==> config.mk <==
export PLATFORM = sky130hd
export DESIGN_NAME = board_writer_flat
export DESIGN_NICKNAME = d
export VERILOG_FILES = /design/src/rtl/tictactoe_pkg.sv /design/src/rtl/board_writer_if.sv /design/src/rtl/board_writer_line_checker.sv /design/src/rtl/board_writer.sv /design/src/flat_wrapper.sv
export SDC_FILE = /design/constraint.sdc
export NUM_CORES = 1
export LEC_CHECK = 0
export ABC_AREA = 1
export CELL_PAD_IN_SITES_DETAIL_PLACEMENT = 0
export CELL_PAD_IN_SITES_GLOBAL_PLACEMENT = 1
export CORE_AREA = 2 2 136 138
export DETAILED_ROUTE_END_ITERATION = 10
export DIE_AREA = 0 0 138 140
export GPL_ROUTABILITY_DRIVEN = 0
export HOLD_SLACK_MARGIN = 0.03
export PLACE_DENSITY = 0.89
export RECOVER_POWER = 25
export SYNTH_ARGS = -nofsm -noshare
export SYNTH_HDL_FRONTEND = slang
export SYNTH_HIERARCHICAL = 1
export SYNTH_SLANG_ARGS = --single-unit
==> constraint.sdc <==
create_clock -name clk -period 2.8 [get_ports clk]
set_input_delay 0.28 -clock clk [delete_from_list [all_inputs] [get_ports clk]]
set_output_delay 0.28 -clock clk [all_outputs]
set_load 0.01 [all_outputs]
==> src/rtl/tictactoe_pkg.sv <==
// Shared types and constants for the tic-tac-toe board.
// Cell encodings, game states, winner codes and LED pixel offsets.
package tictactoe_pkg;

  typedef enum logic [1:0] {
    EMPTY  = 2'b00,
    MARK_X = 2'b01,
    MARK_O = 2'b10
  } cell_t;

  typedef enum logic [2:0] {
    TURN_X,
    TURN_O,
    WIN_X,
    WIN_O,
    DRAW
  } game_state_t;

  localparam logic [1:0] WINNER_NONE = 2'b00;
  localparam logic [1:0] WINNER_X    = 2'b01;
  localparam logic [1:0] WINNER_O    = 2'b10;
  localparam logic [1:0] WINNER_DRAW = 2'b11;

  localparam logic [3:0] NO_BOX  = 4'd9;
  localparam logic [3:0] MAX_BOX = 4'd8;

  // Top pixel row of board row 0, leftmost bit of board column 0, block pitch.
  localparam logic [3:0] PIX_ROW0 = 4'd2;
  localparam logic [3:0] PIX_COL0 = 4'd13;
  localparam logic [3:0] PIX_STEP = 4'd5;

endpackage

==> src/rtl/board_writer_if.sv <==
// Board writer bus: cursor/move controls in, board state and overlay out.
// The master side drives moves, the slave side owns the board.
interface board_writer_if;
  logic [3:0]        curBox;
  logic              place;
  logic              newGame;
  logic [1:0]        out0, out1, out2;
  logic [1:0]        out3, out4, out5;
  logic [1:0]        out6, out7, out8;
  logic [1:0]        turn;
  logic [1:0]        winner;
  logic              gameOver;
  logic              accepted;
  logic              rejected;
  logic [15:0][15:0] RedPixels;

  modport master (
    output curBox, place, newGame,
    input  out0, out1, out2, out3, out4,
    input  out5, out6, out7, out8,
    input  turn, winner, gameOver,
    input  accepted, rejected, RedPixels
  );

  modport slave (
    input  curBox, place, newGame,
    output out0, out1, out2, out3, out4,
    output out5, out6, out7, out8,
    output turn, winner, gameOver,
    output accepted, rejected, RedPixels
  );
endinterface

==> src/rtl/board_writer_line_checker.sv <==
// Combinational win detector: flags any row, column or diagonal
// whose three cells all equal the given mark.
module line_checker
  import tictactoe_pkg::*;
(
  input  cell_t cells [9],
  input  cell_t mark,
  output logic  win
);

  logic [8:0] m;

  always_comb begin
    m = '0;
    for (int i = 0; i < 9; i++) begin
      m[i] = (cells[i] == mark);
    end
  end

  assign win = (m[0] & m[1] & m[2])
             | (m[3] & m[4] & m[5])
             | (m[6] & m[7] & m[8])
             | (m[0] & m[3] & m[6])
             | (m[1] & m[4] & m[7])
             | (m[2] & m[5] & m[8])
             | (m[0] & m[4] & m[8])
             | (m[2] & m[4] & m[6]);

endmodule

==> src/rtl/board_writer.sv <==
// Tic-tac-toe board owner: commits moves, alternates turns,
// detects win/draw and renders the red mark overlay.
module board_writer
  import tictactoe_pkg::*;
#(
  parameter logic [1:0] FIRST_MARK = 2'b01,
  parameter logic [3:0] NO_BOX_P   = NO_BOX
) (
  input  logic          clk,
  input  logic          reset,
  board_writer_if.slave bus
);

  localparam game_state_t FIRST_STATE =
    (FIRST_MARK == 2'b10) ? TURN_O : TURN_X;

  cell_t       board   [9];
  cell_t       board_n [9];
  cell_t       wr_board [9];
  game_state_t state, state_n;
  logic        acc_n, rej_n;
  logic        acc_q, rej_q;
  cell_t       mark;
  logic        playing, can_place, win, full;

  always_comb begin
    mark      = (state == TURN_O) ? MARK_O : MARK_X;
    playing   = (state == TURN_X) || (state == TURN_O);
    // NO_BOX and above never address a cell
    can_place = playing && (bus.curBox <= MAX_BOX)
              && (bus.curBox < NO_BOX_P)
              && (board[bus.curBox] == EMPTY);
    wr_board  = board;
    if (can_place) wr_board[bus.curBox] = mark;
    full = 1'b1;
    for (int i = 0; i < 9; i++) begin
      if (wr_board[i] == EMPTY) full = 1'b0;
    end
  end

  line_checker u_lines (
    .cells (wr_board),
    .mark  (mark),
    .win   (win)
  );

  always_comb begin
    board_n = board;
    state_n = state;
    acc_n   = 1'b0;
    rej_n   = 1'b0;
    if (bus.newGame) begin
      for (int i = 0; i < 9; i++) board_n[i] = EMPTY;
      state_n = FIRST_STATE;
    end else if (bus.place) begin
      if (can_place) begin
        board_n = wr_board;
        acc_n   = 1'b1;
        if (win)
          state_n = (mark == MARK_X) ? WIN_X : WIN_O;
        else if (full)
          state_n = DRAW;
        else
          state_n = (mark == MARK_X) ? TURN_O : TURN_X;
      end else begin
        rej_n = 1'b1;
      end
    end
  end

  always_ff @(posedge clk or posedge reset) begin
    if (reset) begin
      for (int i = 0; i < 9; i++) board[i] <= EMPTY;
      state <= FIRST_STATE;
      acc_q <= 1'b0;
      rej_q <= 1'b0;
    end else begin
      board <= board_n;
      state <= state_n;
      acc_q <= acc_n;
      rej_q <= rej_n;
    end
  end

  always_comb begin
    bus.turn     = 2'b00;
    bus.winner   = WINNER_NONE;
    bus.gameOver = 1'b0;
    unique case (state)
      TURN_X: bus.turn = MARK_X;
      TURN_O: bus.turn = MARK_O;
      WIN_X: begin
        bus.winner   = WINNER_X;
        bus.gameOver = 1'b1;
      end
      WIN_O: begin
        bus.winner   = WINNER_O;
        bus.gameOver = 1'b1;
      end
      DRAW: begin
        bus.winner   = WINNER_DRAW;
        bus.gameOver = 1'b1;
      end
      default: ;
    endcase
  end

  assign bus.accepted = acc_q;
  assign bus.rejected = rej_q;
  assign bus.out0 = board[0];
  assign bus.out1 = board[1];
  assign bus.out2 = board[2];
  assign bus.out3 = board[3];
  assign bus.out4 = board[4];
  assign bus.out5 = board[5];
  assign bus.out6 = board[6];
  assign bus.out7 = board[7];
  assign bus.out8 = board[8];

  logic [3:0] k, tr, lc;

  // X fills its 2x2 block; O lights only the main diagonal of it
  always_comb begin
    bus.RedPixels = '0;
    k  = '0;
    tr = '0;
    lc = '0;
    for (int r = 0; r < 3; r++) begin
      for (int c = 0; c < 3; c++) begin
        k  = 4'(3 * r + c);
        tr = PIX_ROW0 + 4'(r) * PIX_STEP;
        lc = PIX_COL0 - 4'(c) * PIX_STEP;
        if (board[k] == MARK_X) begin
          bus.RedPixels[tr][lc]               = 1'b1;
          bus.RedPixels[tr][lc - 4'd1]        = 1'b1;
          bus.RedPixels[tr + 4'd1][lc]        = 1'b1;
          bus.RedPixels[tr + 4'd1][lc - 4'd1] = 1'b1;
        end else if (board[k] == MARK_O) begin
          bus.RedPixels[tr][lc]               = 1'b1;
          bus.RedPixels[tr + 4'd1][lc - 4'd1] = 1'b1;
        end
      end
    end
  end

endmodule

==> src/flat_wrapper.sv <==
// flat-port wrapper written by rule: the top's interface ports become plain ports
module board_writer_flat import tictactoe_pkg::*;
#(
  parameter logic [1:0] FIRST_MARK = 2'b01,
  parameter logic [3:0] NO_BOX_P   = NO_BOX
)
  (clk, reset, bus_curBox, bus_place, bus_newGame, bus_out0, bus_out1, bus_out2, bus_out3, bus_out4, bus_out5, bus_out6, bus_out7, bus_out8, bus_turn, bus_winner, bus_gameOver, bus_accepted, bus_rejected, bus_RedPixels);
  board_writer_if bus_i ();
  input  logic clk;
  input  logic reset;
  input wire logic [$bits(bus_i.curBox)-1:0] bus_curBox;
  input wire logic [$bits(bus_i.place)-1:0] bus_place;
  input wire logic [$bits(bus_i.newGame)-1:0] bus_newGame;
  output wire logic [$bits(bus_i.out0)-1:0] bus_out0;
  output wire logic [$bits(bus_i.out1)-1:0] bus_out1;
  output wire logic [$bits(bus_i.out2)-1:0] bus_out2;
  output wire logic [$bits(bus_i.out3)-1:0] bus_out3;
  output wire logic [$bits(bus_i.out4)-1:0] bus_out4;
  output wire logic [$bits(bus_i.out5)-1:0] bus_out5;
  output wire logic [$bits(bus_i.out6)-1:0] bus_out6;
  output wire logic [$bits(bus_i.out7)-1:0] bus_out7;
  output wire logic [$bits(bus_i.out8)-1:0] bus_out8;
  output wire logic [$bits(bus_i.turn)-1:0] bus_turn;
  output wire logic [$bits(bus_i.winner)-1:0] bus_winner;
  output wire logic [$bits(bus_i.gameOver)-1:0] bus_gameOver;
  output wire logic [$bits(bus_i.accepted)-1:0] bus_accepted;
  output wire logic [$bits(bus_i.rejected)-1:0] bus_rejected;
  output wire logic [$bits(bus_i.RedPixels)-1:0] bus_RedPixels;
  assign bus_i.curBox = bus_curBox;
  assign bus_i.place = bus_place;
  assign bus_i.newGame = bus_newGame;
  assign bus_out0 = bus_i.out0;
  assign bus_out1 = bus_i.out1;
  assign bus_out2 = bus_i.out2;
  assign bus_out3 = bus_i.out3;
  assign bus_out4 = bus_i.out4;
  assign bus_out5 = bus_i.out5;
  assign bus_out6 = bus_i.out6;
  assign bus_out7 = bus_i.out7;
  assign bus_out8 = bus_i.out8;
  assign bus_turn = bus_i.turn;
  assign bus_winner = bus_i.winner;
  assign bus_gameOver = bus_i.gameOver;
  assign bus_accepted = bus_i.accepted;
  assign bus_rejected = bus_i.rejected;
  assign bus_RedPixels = bus_i.RedPixels;
  board_writer #(.FIRST_MARK(FIRST_MARK), .NO_BOX_P(NO_BOX_P)) u_core (.clk(clk), .reset(reset), .bus(bus_i));
endmodule
**After elaboration in Yosys (flattened, before gate mapping)**

Cells that the tools add are included.

- Bits in registers: 23
- Bits of input ports: 8
- Output and inout port bits: 281
- Logic and storage cells: 155

- Order comparisons: 4
- Equality and inequality tests: 32
- Multiplexer cells: 63
- Bitwise logic cells: 24
- Reduce and logical (&&, ||, !) cells: 20

Operator list:

| operator | count |
|---|---|
| 18-bit 2-to-1 mux | 4 |
| 1-bit 2-to-1 mux | 45 |
| 2-bit by 1-bit equality test with 1-bit output, second input constant | 10 |
| 2-bit logical NOT | 10 |
| 18-bit bitwise mux | 1 |
| 2-bit equality test | 9 |
| 2-bit equality test, second input constant | 9 |
| 1-bit bitwise AND | 16 |
| 3-bit 2-to-1 mux | 5 |
| 2-bit binary-select mux with 4-bit select | 1 |
| 2-bit demux with 4-bit select | 1 |
| 2-bit 2-to-1 mux | 4 |
| 1-bit OR | 7 |
| 3-bit by 2-bit equality test with 1-bit output, second input constant | 2 |
| 2-bit one-hot mux with 3 select lines | 1 |
| 5-bit greater-or-equal comparator, second input constant | 1 |
| 5-bit by 1-bit < comparator with 1-bit output, second input constant | 1 |
| 4-bit inverter with 5-bit output | 1 |
| 4-bit less-or-equal comparator, second input constant | 1 |
| 1-bit logical AND | 4 |
| 4-bit < comparator, second input constant | 1 |
| 2-bit one-hot mux with 2 select lines | 1 |
| 2-bit nonzero test | 2 |
| 3-bit by 1-bit equality test with 1-bit output, second input constant | 1 |
| other kinds (5) | 5 |

**Longest topological paths before layout**

- Depth after elaboration: 22
- Gate-level depth with buffers: 26
- Depth with buffers taken out: 26

**Cells and area by module**

The synthesis kept the hierarchy.

Modules (own cells, without submodules):

| module | instances | cells an instance | area an instance (µm²) | seq. area each (µm²) |
|---|---|---|---|---|
| board_writer | 1 | 486 | 3432.0 | 575.6 |
| line_checker | 1 | 91 | 407.9 | 0.0 |

**Least setup slack after synthesis**

OpenSTA, ideal clock, no wires.

- Path kind: reg-to-reg
- Start point: register u_core.state[1]
- End point: register u_core.state[0]
- Setup time: 0.117 ns
- Arrival: 2.153 ns
- Required time: 2.683 ns
- Setup slack: 0.531 ns
- Stages on the path, launching flop included: 17
- Buffers on the path: 0
- Clock period less this slack: 2.269 ns
- Cell sequence: dfrtp_1 -> nor3_2 -> clkinv_1 -> o21ai_0 -> inv_1 -> nand2_1 -> nand2_1 -> nor2_2 -> nand2_1 -> nand2_1 -> nand2_1 -> nand2_1 -> inv_1 -> nand2_1 -> nor3_1 -> nand2_1 -> nand2_1

RTL lines:

| item | line | source |
|---|---|---|
| from (decl) | board_writer.sv:20 | `game_state_t state, state_n;` |
| from (signal assigned) | board_writer.sv:79 | `state <= state_n;` |

==> flow_summary.yaml <==
power_and_ir_drop:
  ir_worst_vdd_uv: 226
  leakagePower_uw: 0.00234
  p_per_area_mw_per_mm2: 257
global_route:
  grt_pass1_wl_mm: 12.5
  overflow: 0
  grt_max_degree: 24
  antenna_found_initial: 0
  track_usage_pct: 7.97
  grt_pass1_vias: 2420
setup_path:
  timing.rr.start: "u_core/bus.out6[0]$_DFFE_PP0P_"
  required_ns: 3.00
  cp_max_fo: 8
  rrSetupSlack_ns: 0.30
  critical_path.reg2reg.endpoint: "u_core/state[0]$_DFFE_PP0P_"
  rr_worst_depth: 22
  critical_path_class: "in2reg"
  crit_start: "bus_curBox[2]"
  crit_arrival_ns: 2.71
  cp-endpoint: "u_core/state[0]$_DFFE_PP0P_"
  setup.worst_path.start_class: "input pin"
  setup.worst_path.end_class: "flip-flop"
timing:
  setup_tns_ns: 0
  fin_crit_sh_pct: 89.6
  setup_viol: 0
  slew_headroom_pct: 34.9
  hold_viol_final: 0
  slew_violations: 0
  tightest_slew_ns: 0.976
  rsz0062_at_grt: "false"
  hold-worst-slack_ns: 0.550
  finalCriticalPeriod_ns: 2.51
  setup_ws_ns: 0.292
  skew_ns: 0.00478
  fmax_mhz: 399
synth:
  yosysWarnings: 6
  async_flop_share_pct: 100
  synth-edff-count: 0
  ys_seq_area_share_pct: 15.0
  synth_seq_cells: 23
  syn-cell-area_mm2: 0.00384
  synth_cell_type_count: 29
  postSynthAreaPerCell_um2: 6.65
  synthCells: 577
  ys_top_cells_by_area: "buf_4, dfrtp_1, nand2_1"
  yosys.area.top_type: "buf_4"
  synth_ff_type: "dfrtp_1"
  synth_top_area_share_pct: 46.7
final_layout:
  largest_reg_flops: 3
  drive_above_1_share_pct: 8.81
  fin_nets: 665
  finalCoreUtilization_pct: 23.0
  largest-register: "u_core/state"
  antenna_cells: 0
  nFillCells: 2011
  finalNonFillerCells: 876
  syn_to_final_growth_pct: 6.58
detailed_routing:
  drc: 0
  viasPerCell: 3.30
  routedWlPerCell_um: 9.61
  drt_iter0_drc: 107
  vias: 2893
  antenna_left: 0
  dr.pass1.iters: 4
  wl_mm: 8.42
cts:
  cts_buffers: 3
  cts_tree: "done"
  cts.clk_slew.worst_paths_ns: 0.07
  insertion_delay_ns: 0.26
  root_buffer: "clkbuf_16"
  ctsHtreeMaxLevel: 1
  cts_max_path_buffers: 2
  clock-sinks: 23
die:
  pin_count: 289
  die_h_um: 140
  fp.dieW_um: 138
  core_mm2: 0.0178
  die-area_mm2: 0.0193
  rows: 49
  initial_core_util_pct: 21.6
place:
  dp_hpwl_mm: 7.11
  post-place-cells: 870
  port-buffer-count: 68
  post-place-ws_ns: -0.206
flow_run:
  drv_cap: 0
status:
  status: "completed"
hold_path:
  hold_path_class: "reg2reg"
[layout by cell type (no fill, tap or decap), types with 4 or more instances in the layout]
| master | netlist | final |
|---|---|---|
| conb_1 | 1 | 220 |
| nand2_1 | 110 | 109 |
| clkdlybuf4s50_1 | 0 | 62 |
| inv_1 | 62 | 62 |
| nor2_1 | 45 | 40 |
| dfrtp_1 | 23 | 23 |
| buf_4 | 239 | 22 |
| nand3_1 | 19 | 17 |
| o21ai_1 | 11 | 12 |
| ha_1 | 9 | 9 |
| nor2_2 | 5 | 8 |
| nand2_2 | 7 | 8 |
| nand4_1 | 7 | 7 |
| o22ai_1 | 5 | 5 |
| o21ai_0 | 7 | 5 |
| dlygate4sd3_1 | 0 | 4 |
| a21oi_1 | 6 | 4 |
[metrics by stage]
stage / cell area (um^2) / power [uW]
floorplan: 4660 / 864
detailed placement: 3950 / 728
CTS: 4030 / 1050
global route: 4090 / 1120
global placement: 3950 / 726
finish: 4090 / 1050
[worst max-delay path: stages]
cell and delay [ns]:
clkdlybuf4s50_1 0.45, inv_1 0.09, nand3_1 0.12, a21oi_4 0.27
and2_4 0.21, nand2_2 0.07, inv_2 0.09, nand3_2 0.10
nand2_1 0.10, inv_1 0.06, inv_1 0.05, nand2_1 0.05
nand2_2 0.08, nor2_4 0.05, nand3_1 0.08, nand2_1 0.05
nor2_1 0.09, nand2_1 0.09, nor3_1 0.19, nand2_1 0.07
nand2_1 0.06
[worst min-delay path by stage]
stage,endpoint,start,cells after the start
after CTS,u_core/state[0]$_DFFE_PP0P_,u_core/state[0]$_DFFE_PP0P_,2
after global placement,u_core/state[0]$_DFFE_PP0P_,u_core/state[0]$_DFFE_PP0P_,2
after floorplan,u_core/bus.accepted$_DFF_PP0_,reset,1
after global routing,u_core/state[0]$_DFFE_PP0P_,u_core/state[0]$_DFFE_PP0P_,2
final,u_core/state[0]$_DFFE_PP0P_,u_core/state[0]$_DFFE_PP0P_,2
after detailed placement,u_core/state[0]$_DFFE_PP0P_,u_core/state[0]$_DFFE_PP0P_,2
[synthesized netlist by cell type, drive strengths merged, types with 4 or more instances]
cell type / n
a21oi: 7
buf: 243
dfrtp: 23
ha: 9
inv: 65
nand2: 117
nand3: 20
nand4: 7
nor2: 50
nor3: 4
o21ai: 18
o22ai: 5
[what timing repair did]
| action | 4_1_cts | 5_1_grt |
|---|---|---|
| endpoints found under the setup margin | 0 | 3 |
| gates resized for setup | 0 | 17 |
| buffers inserted | 0 | 2 |
| hold buffers | 0 | 0 |
[layer usage]
metal | global-route usage [%] | up-vias | wire (um)
li1 | - | 1440 | -
met1 | 9.84 | 1288 | 3430
met2 | 14.4 | 163 | 4110
met3 | 2.36 | 2 | 848
met4 | 0.537 | 0 | 34
met5 | 0 | - | 0
[power by group]
part | leakage [uW] | switching [uW] | internal [uW]
sequential | 0.000319 | 5.46 | 338
clock | 0.0000409 | 126 | 192
combinational | 0.00198 | 292 | 98.8
total | 0.00234 | 423 | 629
[final cells by class]
class                      instances  area [um^2]  share of cell area (%)
timing repair buffer              90          851                    20.8
inverter                          67          258                    6.30
sequential                        23          576                    14.1
clock inverter                     1         5.00                   0.122
clock buffer                       3         75.1                    1.83
multi-input combinational        463         2040                    49.9
tap                              229          287                    7.00
[logic make-up (layout without fill, tap and decap cells)]
logic type      count (synthesis)  after routing  share of synthesized area (%)
compound gates                 31             31                           4.56
xor+xnor                        4              4                          0.913
fa+ha+maj                       9              9                           2.93
buf+inv                       310            161                           54.4
flops                          23             23                           15.0
other cells                     1            220                         0.0977
simple gates                  199            199                           22.1
Power figures use the tool's default switching activity.
